$ cat src/rtl/msx_slot_io_responder_if.sv
`default_nettype none
// ============================================================================
// Module   : msx_slot_io_responder_if
// Brief    : Internal CPU-bus request/response bundle between the MSX slot
//            I/O responder (master) and the VDP register block (slave).
// Revision : 1.0 - initial release
// ============================================================================
interface msx_slot_io_responder_if;
  logic       bus_valid;
  logic       bus_ready;
  logic       bus_write;
  logic [1:0] bus_address;
  logic [7:0] bus_wdata;
  logic [7:0] bus_rdata;
  logic       bus_rdata_en;

  // Responder side: issues requests, consumes ready and read data
  modport master (
    output bus_valid,
    output bus_write,
    output bus_address,
    output bus_wdata,
    input  bus_ready,
    input  bus_rdata,
    input  bus_rdata_en
  );

  // VDP side: accepts requests, returns read data
  modport slave (
    input  bus_valid,
    input  bus_write,
    input  bus_address,
    input  bus_wdata,
    output bus_ready,
    output bus_rdata,
    output bus_rdata_en
  );
endinterface
`default_nettype wire

$ cat src/rtl/msx_slot_io_responder.sv
`default_nettype none
// ============================================================================
// Module   : msx_slot_io_responder
// Brief    : Cartridge-side responder for Z80 slot I/O cycles. Synchronizes
//            the slot strobes, decodes a 4-port I/O window and converts each
//            slot cycle into exactly one valid/ready transaction toward the
//            VDP. Reads hold /WAIT until the VDP returns data, then drive the
//            data bus until /IORQ rises.
// Revision : 1.0 - initial release
// ============================================================================
module msx_slot_io_responder #(
  parameter logic [7:0] IO_BASE     = 8'h88,
  parameter logic [7:0] IO_MASK     = 8'hFC,
  parameter int         SYNC_STAGES = 2
) (
  input  wire        clk,
  input  wire        reset_n,
  input  wire        slot_iorq_n,
  input  wire        slot_rd_n,
  input  wire        slot_wr_n,
  input  wire  [7:0] slot_a,
  input  wire  [7:0] slot_d_in,
  output logic [7:0] slot_d_out,
  output logic       slot_data_dir,
  output logic       slot_wait,
  msx_slot_io_responder_if.master bus
);

  localparam logic [1:0] c_ST_IDLE    = 2'd0;
  localparam logic [1:0] c_ST_REQ     = 2'd1;
  localparam logic [1:0] c_ST_RD_WAIT = 2'd2;
  localparam logic [1:0] c_ST_HOLD    = 2'd3;

  // Bit order of each synchronizer stage: {iorq, rd, wr}
  logic [2:0] strobe_sync_q [SYNC_STAGES];

  logic [1:0] state_q, state_d;
  logic       bus_valid_q, bus_valid_d;
  logic       bus_write_q, bus_write_d;
  logic [1:0] bus_address_q, bus_address_d;
  logic [7:0] bus_wdata_q, bus_wdata_d;
  logic       slot_wait_q, slot_wait_d;
  logic       slot_data_dir_q, slot_data_dir_d;
  logic [7:0] slot_d_out_q, slot_d_out_d;
  // Set once the CPU has released /IORQ before the transaction finished
  logic       aborted_q, aborted_d;

  logic w_iorq_s;
  logic w_rd_s;
  logic w_wr_s;
  logic w_match;
  logic w_start;
  logic w_handshake;
  logic w_abandon;

  assign w_iorq_s    = strobe_sync_q[SYNC_STAGES-1][2];
  assign w_rd_s      = strobe_sync_q[SYNC_STAGES-1][1];
  assign w_wr_s      = strobe_sync_q[SYNC_STAGES-1][0];
  assign w_match     = ((slot_a & IO_MASK) == IO_BASE);
  assign w_start     = !w_iorq_s && (!w_rd_s || !w_wr_s) && w_match;
  assign w_handshake = bus_valid_q && bus.bus_ready;
  // Read data must not be driven if the CPU has already left the cycle
  assign w_abandon   = aborted_q || w_iorq_s;

  // Strobe synchronizer chain, preset to the inactive (high) level
  always_ff @(posedge clk or negedge reset_n) begin
    if (!reset_n) begin
      for (int i = 0; i < SYNC_STAGES; i++) begin
        strobe_sync_q[i] <= 3'b111;
      end
    end else begin
      strobe_sync_q[0] <= {slot_iorq_n, slot_rd_n, slot_wr_n};
      for (int i = 1; i < SYNC_STAGES; i++) begin
        strobe_sync_q[i] <= strobe_sync_q[i-1];
      end
    end
  end

  // State and registered outputs
  always_ff @(posedge clk or negedge reset_n) begin
    if (!reset_n) begin
      state_q         <= c_ST_IDLE;
      bus_valid_q     <= 1'b0;
      bus_write_q     <= 1'b0;
      bus_address_q   <= 2'd0;
      bus_wdata_q     <= 8'd0;
      slot_wait_q     <= 1'b0;
      slot_data_dir_q <= 1'b0;
      slot_d_out_q    <= 8'd0;
      aborted_q       <= 1'b0;
    end else begin
      state_q         <= state_d;
      bus_valid_q     <= bus_valid_d;
      bus_write_q     <= bus_write_d;
      bus_address_q   <= bus_address_d;
      bus_wdata_q     <= bus_wdata_d;
      slot_wait_q     <= slot_wait_d;
      slot_data_dir_q <= slot_data_dir_d;
      slot_d_out_q    <= slot_d_out_d;
      aborted_q       <= aborted_d;
    end
  end

  // Next-state decision
  always_comb begin
    state_d = state_q;
    case (state_q)
      c_ST_IDLE: begin
        if (w_start) begin
          state_d = c_ST_REQ;
        end
      end
      c_ST_REQ: begin
        if (w_handshake) begin
          if (bus_write_q) begin
            state_d = c_ST_HOLD;
          end else if (bus.bus_rdata_en) begin
            state_d = w_abandon ? c_ST_IDLE : c_ST_HOLD;
          end else begin
            state_d = c_ST_RD_WAIT;
          end
        end
      end
      c_ST_RD_WAIT: begin
        if (bus.bus_rdata_en) begin
          state_d = w_abandon ? c_ST_IDLE : c_ST_HOLD;
        end
      end
      c_ST_HOLD: begin
        if (w_iorq_s) begin
          state_d = c_ST_IDLE;
        end
      end
      default: state_d = c_ST_IDLE;
    endcase
  end

  // Next values of the bus request, wait and data-drive outputs
  always_comb begin
    bus_valid_d     = bus_valid_q;
    bus_write_d     = bus_write_q;
    bus_address_d   = bus_address_q;
    bus_wdata_d     = bus_wdata_q;
    slot_wait_d     = slot_wait_q;
    slot_data_dir_d = slot_data_dir_q;
    slot_d_out_d    = slot_d_out_q;
    aborted_d       = aborted_q;
    case (state_q)
      c_ST_IDLE: begin
        aborted_d = 1'b0;
        if (w_start) begin
          // A cycle with both strobes low is treated as a write
          bus_address_d = slot_a[1:0];
          bus_valid_d   = 1'b1;
          bus_write_d   = !w_wr_s;
          if (!w_wr_s) begin
            bus_wdata_d = slot_d_in;
          end else begin
            slot_wait_d = 1'b1;
          end
        end
      end
      c_ST_REQ: begin
        if (w_iorq_s) begin
          slot_wait_d = 1'b0;
          aborted_d   = 1'b1;
        end
        if (w_handshake) begin
          bus_valid_d = 1'b0;
          // Zero-latency read: data accompanies the handshake
          if (!bus_write_q && bus.bus_rdata_en) begin
            slot_d_out_d    = bus.bus_rdata;
            slot_data_dir_d = !w_abandon;
            slot_wait_d     = 1'b0;
          end
        end
      end
      c_ST_RD_WAIT: begin
        if (w_iorq_s) begin
          slot_wait_d = 1'b0;
          aborted_d   = 1'b1;
        end
        if (bus.bus_rdata_en) begin
          slot_d_out_d    = bus.bus_rdata;
          slot_data_dir_d = !w_abandon;
          slot_wait_d     = 1'b0;
        end
      end
      c_ST_HOLD: begin
        if (w_iorq_s) begin
          slot_data_dir_d = 1'b0;
        end
      end
      default: begin
        bus_valid_d = 1'b0;
      end
    endcase
  end

  assign bus.bus_valid   = bus_valid_q;
  assign bus.bus_write   = bus_write_q;
  assign bus.bus_address = bus_address_q;
  assign bus.bus_wdata   = bus_wdata_q;
  assign slot_wait       = slot_wait_q;
  assign slot_data_dir   = slot_data_dir_q;
  assign slot_d_out      = slot_d_out_q;

endmodule
`default_nettype wire

$ cat src/flat_wrapper.sv
// flat-port wrapper written by rule: the top's interface ports become plain ports
module msx_slot_io_responder_flat 
#(
  parameter logic [7:0] IO_BASE     = 8'h88,
  parameter logic [7:0] IO_MASK     = 8'hFC,
  parameter int         SYNC_STAGES = 2
)
  (clk, reset_n, slot_iorq_n, slot_rd_n, slot_wr_n, slot_a, slot_d_in, slot_d_out, slot_data_dir, slot_wait, bus_bus_valid, bus_bus_write, bus_bus_address, bus_bus_wdata, bus_bus_ready, bus_bus_rdata, bus_bus_rdata_en);
  msx_slot_io_responder_if bus_i ();
  input  wire clk;
  input  wire reset_n;
  input  wire slot_iorq_n;
  input  wire slot_rd_n;
  input  wire slot_wr_n;
  input  wire  [7:0] slot_a;
  input  wire  [7:0] slot_d_in;
  output logic [7:0] slot_d_out;
  output logic slot_data_dir;
  output logic slot_wait;
  output wire logic [$bits(bus_i.bus_valid)-1:0] bus_bus_valid;
  output wire logic [$bits(bus_i.bus_write)-1:0] bus_bus_write;
  output wire logic [$bits(bus_i.bus_address)-1:0] bus_bus_address;
  output wire logic [$bits(bus_i.bus_wdata)-1:0] bus_bus_wdata;
  input wire logic [$bits(bus_i.bus_ready)-1:0] bus_bus_ready;
  input wire logic [$bits(bus_i.bus_rdata)-1:0] bus_bus_rdata;
  input wire logic [$bits(bus_i.bus_rdata_en)-1:0] bus_bus_rdata_en;
  assign bus_bus_valid = bus_i.bus_valid;
  assign bus_bus_write = bus_i.bus_write;
  assign bus_bus_address = bus_i.bus_address;
  assign bus_bus_wdata = bus_i.bus_wdata;
  assign bus_i.bus_ready = bus_bus_ready;
  assign bus_i.bus_rdata = bus_bus_rdata;
  assign bus_i.bus_rdata_en = bus_bus_rdata_en;
  msx_slot_io_responder #(.IO_BASE(IO_BASE), .IO_MASK(IO_MASK), .SYNC_STAGES(SYNC_STAGES)) u_core (.clk(clk), .reset_n(reset_n), .slot_iorq_n(slot_iorq_n), .slot_rd_n(slot_rd_n), .slot_wr_n(slot_wr_n), .slot_a(slot_a), .slot_d_in(slot_d_in), .slot_d_out(slot_d_out), .slot_data_dir(slot_data_dir), .slot_wait(slot_wait), .bus(bus_i));
endmodule
$ cat config.mk
export PLATFORM = sky130hd
export DESIGN_NAME = msx_slot_io_responder_flat
export DESIGN_NICKNAME = d
export VERILOG_FILES = /design/src/rtl/msx_slot_io_responder_if.sv /design/src/rtl/msx_slot_io_responder.sv /design/src/flat_wrapper.sv
export SDC_FILE = /design/constraint.sdc
export NUM_CORES = 1
export LEC_CHECK = 0
export CELL_PAD_IN_SITES_DETAIL_PLACEMENT = 0
export CELL_PAD_IN_SITES_GLOBAL_PLACEMENT = 1
export CORE_UTILIZATION = 33
export CTS_BUF_LIST = sky130_fd_sc_hd__clkbuf_8 sky130_fd_sc_hd__clkbuf_16
export DETAILED_ROUTE_END_ITERATION = 12
export PLACE_DENSITY = 0.77
export SYNTH_ARGS = -nofsm -noshare
export SYNTH_HDL_FRONTEND = slang
export SYNTH_SLANG_ARGS = --single-unit
$ cat constraint.sdc
create_clock -name clk -period 2.4 [get_ports clk]
set_input_delay 0.24 -clock clk [delete_from_list [all_inputs] [get_ports clk]]
set_output_delay 0.24 -clock clk [all_outputs]
set_load 0.005 [all_outputs]
# Word-level counts from Yosys, hierarchy flattened
# Index checks and enable logic that the tools add are counted.
# classes
order_cmp	0
bitwise	1
mul	0
n_eq_ne	11
mux	29
n_div	0
n_reduce_logical	26
shift	0
n_addsub	0
# ops
cell	n
$mux W8	3
$pmux W8 S2	1
$mux W2	7
$mux W1	13
$ne A2 B1 Y1 const B	6
$reduce_and A3 Y1	3
$pmux W2 S4	1
$reduce_and A4 Y1	2
$eq A6 B6 Y1 const B	1
$pmux W1 S3	2
$reduce_bool A2 Y1	3
$reduce_bool A3 Y1	2
$logic_not A1 Y1	5
$reduce_and A5 Y1	1
$eq A2 B2 Y1 const B	2
$logic_and A1 B1 Y1	4
$pmux W1 S2	2
$reduce_and A2 Y1	2
$eq A2 B1 Y1 const B	1
$logic_not A2 Y1	1
$logic_or A1 B1 Y1	2
$ne A2 B2 Y1 const B	1
$reduce_or A2 Y1	1
$not A1 Y1	1
# totals
mem_count	0
latch_bits	0
ram_bits	0
reg_bits	31
mem_bits_ro	0

# Logic depth before layout (Yosys ltp)
# depth
word_depth	6
mapped_depth	6
ltp_nobuf	6

# Least setup slack after synthesis
# No wires, ideal clock.
# synth_path
kind	register to register
from	reg u_core.state_q[1]
to	reg u_core.slot_d_out_q[0] (netlist: u_core.slot_d_out[0])
required_time_ps	2275
setup_ps	125
stages_incl_launch_ff	6
arrival_time_ps	1834
path_slack_ps	441
path_buffers	0
period_less_slack_ps	1959
path_cell_list	dfrtp_1 -> inv_1 -> ha_1 -> a21boi_0 -> a2111oi_4 -> mux2_2
# synth_between
elab_chain_cells	3
elab_cells_between_ends	8
cone_classes	5 x eq/ne; 1 x mux; 2 x reduce/logical
# synth_rtl
element	line_no	rtl
from (decl)	msx_slot_io_responder.sv:37	logic [1:0] state_q, state_d;
from (signal assigned)	msx_slot_io_responder.sv:82	state_q <= c_ST_IDLE;
from (signal assigned)	msx_slot_io_responder.sv:92	state_q <= state_d;
$eq A2 B1 Y1 / $eq A2 B2 Y1 (equally long branches)	msx_slot_io_responder.sv:148	case (state_q)
$ne A2 B1 Y1 (no line) (tied with other cells)	n/a	
$reduce_and A4 Y1 (no line)	n/a	
to (signal assigned)	msx_slot_io_responder.sv:99	slot_d_out_q <= slot_d_out_d;
to (decl)	msx_slot_io_responder.sv:44	logic [7:0] slot_d_out_q, slot_d_out_d;
# Several ways; a longest one is shown, not always the timed one.
# A chain may end at the register's enable or synchronous reset.

# Worst setup path after layout
# layout_path
from	reg u_core.state_q[1]
to	reg u_core.slot_d_out_q[7] (netlist: u_core.slot_d_out[7])
# The elaborated chain is that of the path after synthesis.

==> reports/qor.csv <==
stage;metric;value;unit
timing;finalHoldViolCount;0;
clock_tree;clkLatencyLatePin;0.28;ns
placed_design;io_buffers;52;
logic_synthesis;synth_seq_cells;31;
detailed_routing;num_vias;957;
clock_tree;cts_sinks;31;
grt;grt_start_max_net_pins;32;
detailed_routing;detail-route-antenna-nets;0;
placed_design;dp_hpwl;2086;um
die;coreArea;3771;um^2
timing;drv_slew;0;
timing;finalSetupViolations;0;
logic_synthesis;synthAdderAreaFrac;3.742;%
timing;finalCritPeriodShare;83.71;%
placed_design;gp_congestion;0.7361;
timing;skew;0.007038;ns
die;dieArea;4312;um^2
die;io_pins;53;
grt;grt_overflow;0;
setup_path;critPathLaunchType;flop;
timing;max_clock_freq;497.7;MHz
finish;diodes;0;
setup_path;worstSetupEndpointType;flop;
grt;grt_pass1_wl;4581;um
setup_path;required;2.56;ns
logic_synthesis;synth_nets;131;
setup_path;cp.arrival;2.17;ns
detailed_routing;avgViaCountPerCell;4.646;
logic_synthesis;yosysWarnings;0;
clock_tree;postCtsResizedCells;0;
logic_synthesis;yosysUniqueCellTypes;27;
setup_path;crit_path_top_delay_cell;dfrtp_1;
setup_path;critical_path_class;reg -> reg;
pwr;finalPower;2.057;mW
pwr;ir_drop;0.5793;mV
clock_tree;hold_buffers;0;
logic_synthesis;synthSimpleGateAreaFrac;11.13;%
placed_design;placed_area;1933;um^2
setup_path;critical_path.cell_chain;inv_1, ha_1, a21boi_0, a2111oi_4, buf_4, mux2_2;
detailed_routing;avgRoutedWirePerCell;13.17;um
logic_synthesis;synthXorXnorAreaFrac;0;%
min_path;hold_path_class;in -> async;
finish;syn2layout_area_growth;52.29;%
setup_path;crit_fanout;9;
detailed_routing;drt-initial-drc-count;41;
finish;fin_area;2037;um^2
clock_tree;cts.clk_slew.worst_paths;0.07;ns
clock_tree;cts-root-buf;clkbuf_8;
die;chipWidth;65.67;um
clock_tree;cts_max_level;2;
grt;antenna_found_initial;0;
die;rows;22;
timing;min_period;2.009;ns
clock_tree;post_cts.repair.setup_buffers;0;
logic_synthesis;muxShareOfSynthArea;16.00;%
finish;final_net_count;192;
setup_path;crit_family;compound AO/OA/AOI/OAI gates;
die;die_h;65.67;um
logic_synthesis;syn_area_per_cell;13.93;um^2
flow_run;maxCapViolCount;0;
logic_synthesis;seq_area_frac_synth;58.56;%
logic_synthesis;synth-compound-area-share;9.448;%
setup_path;crit_buf_inv;2;
grt;grt_pass1_vias;1024;
pwr;p_per_area;1010;nW/um^2
detailed_routing;drtPass1Iterations;4;
clock_tree;cts_tree;built;
clock_tree;cts_buffer_depth;2;
clock_tree;numCtsBuffers;5;
timing;rsz0062_at_grt;false;
logic_synthesis;synth_top_family_by_area;multiplexers;
detailed_routing;drc;0;
die;start_util;35.47;%
finish;drive_gt1_share;24.05;%
timing;tightest_slew;0.5186;ns
logic_synthesis;netlist_area;1338;um^2
detailed_routing;wl;2713;um
pwr;p_leak;0.8748;nW
run_status;status;finished clean;
logic_synthesis;postSynthCellCount;96;
setup_path;max_stage_delay;0.40;ns
timing;relSlewSlack;65.12;%
timing;tns;0;ns
grt;grt_usage;14.48;%
[cells in the final DEF, fill, tap and decap left out, types with 2 or more instances in the layout]
cell             instances
nand2_1                  7
buf_4                    2
dfrtp_1                 25
a21oi_1                  3
nor2_1                   5
clkbuf_8                 7
nand2b_1                 2
dfstp_2                  6
mux2_2                  17
mux2_1                   2
a22oi_1                  2
clkdlybuf4s50_1         52
nor2b_1                  2
ha_1                     4
nor3_1                   2
o2bb2ai_1                2
inv_1                    4
[cell usage after synthesis]
library cell | number | area, um^2
dfrtp_1 | 25 | 625.6
mux2_2 | 17 | 191.4
nand2_1 | 7 | 26.28
dfstp_2 | 6 | 157.7
nor2_1 | 5 | 18.77
ha_1 | 4 | 50.05
inv_1 | 4 | 15.01
a21oi_1 | 3 | 15.01
a22oi_1 | 2 | 15.01
mux2_1 | 2 | 22.52
nand2b_1 | 2 | 12.51
nor2b_1 | 2 | 12.51
nor3_1 | 2 | 10.01
o2bb2ai_1 | 2 | 17.52
a2111oi_4 | 1 | 27.53
a21boi_0 | 1 | 7.510
a21o_1 | 1 | 7.510
a22o_1 | 1 | 8.760
and2_1 | 1 | 6.260
nand4bb_1 | 1 | 11.26
nor3_4 | 1 | 16.27
nor4_1 | 1 | 6.260
nor4b_2 | 1 | 15.01
o21ai_0 | 1 | 5.000
o22ai_1 | 1 | 6.260
o41ai_2 | 1 | 16.27
or4b_4 | 1 | 13.76
[sequential cells by signal (all words and copies together) (netlist names)]
register / count
u_core.bus.bus_wdata: 8
u_core.slot_d_out: 8
u_core.strobe_sync_q: 6
u_core.bus.bus_address: 2
u_core.state_q: 2
u_core.aborted_q: 1
u_core.bus.bus_valid: 1
u_core.bus.bus_write: 1
u_core.slot_data_dir: 1
u_core.slot_wait: 1
[power by group]
part / internal, mW / switching [mW] / total, mW
clock: 0.261 / 0.191 / 0.452
sequential: 0.674 / 0.0862 / 0.760
combinational: 0.517 / 0.329 / 0.846
[final cells by class]
type | count | area, um^2
Tap cell | 48 | 60.06
Clock inverter | 1 | 7.507
Clock buffer | 7 | 96.34
Sequential cell | 31 | 783.3
Multi-Input combinational cell | 61 | 539.3
Inverter | 4 | 15.01
Timing Repair Buffer | 54 | 535.5
Fill cell | 308 | 1734
[cell families after synthesis]
kind of cell	Yosys count
AO/OA/AOI/OAI	14
buffers and inverters	4
AND/OR/NAND/NOR	24
multiplexers	19
flip-flops	31
adder cells (fa/ha/maj)	4
[stage by stage]
step                hold WS, ns  util [%]  cells  worst slack (ns)
floorplan              -0.05559         -     96            0.4415
global placement         0.3461     51.26    198            0.2945
detailed placement       0.3475     51.26    198            0.2637
CTS                      0.3516     54.01    206            0.3699
global route             0.3526     54.01    206            0.2216
finish                   0.3476     54.01    206            0.3909
[worst reg2reg max path, delay by kind of cell, from the launching register on]
kind | cells | cell delay [ns]
AOI/OAI and AO/OA | 2 | 0.57
adders and majority gates | 1 | 0.27
buffers and inverters | 2 | 0.31
DFF | 1 | 0.40
muxes | 1 | 0.35
[worst paths after layout]
| path | start | end | slack [ns] | cells after the start |
|---|---|---|---|---|
| setup / recovery | u_core.state_q[1]$_DFFE_PN0P_ | u_core.slot_d_out[7]$_DFFE_PN0P_ | 0.39 | 6 |
| hold / removal | reset_n | u_core.bus.bus_wdata[6]$_DFFE_PN0P_ | 0.35 | 2 |
| setup reg to reg | u_core.state_q[1]$_DFFE_PN0P_ | u_core.slot_d_out[7]$_DFFE_PN0P_ | 0.39 | 6 |
| hold reg to reg | u_core.strobe_sync_q[4]$_DFF_PN1_ | u_core.strobe_sync_q[1]$_DFF_PN1_ | 0.35 | 0 |
| max in group asynchronous | reset_n | u_core.strobe_sync_q[2]$_DFF_PN1_ | 1.73 | 2 |
| min in group clk | u_core.strobe_sync_q[4]$_DFF_PN1_ | u_core.strobe_sync_q[1]$_DFF_PN1_ | 0.35 | 0 |
[routing by layer]
| metal | vias up | GRT usage, % | part of all wire (%) |
|---|---|---|---|
| met5 | - | 0 | 0 |
| met4 | 0 | 4.891 | 1.0 |
| met3 | 4 | 7.118 | 7.4 |
| met2 | 30 | 23.09 | 48 |
| met1 | 452 | 16.76 | 43 |
| li1 | 471 | - | - |
Note: power is estimated with default switching activity, not from simulation.
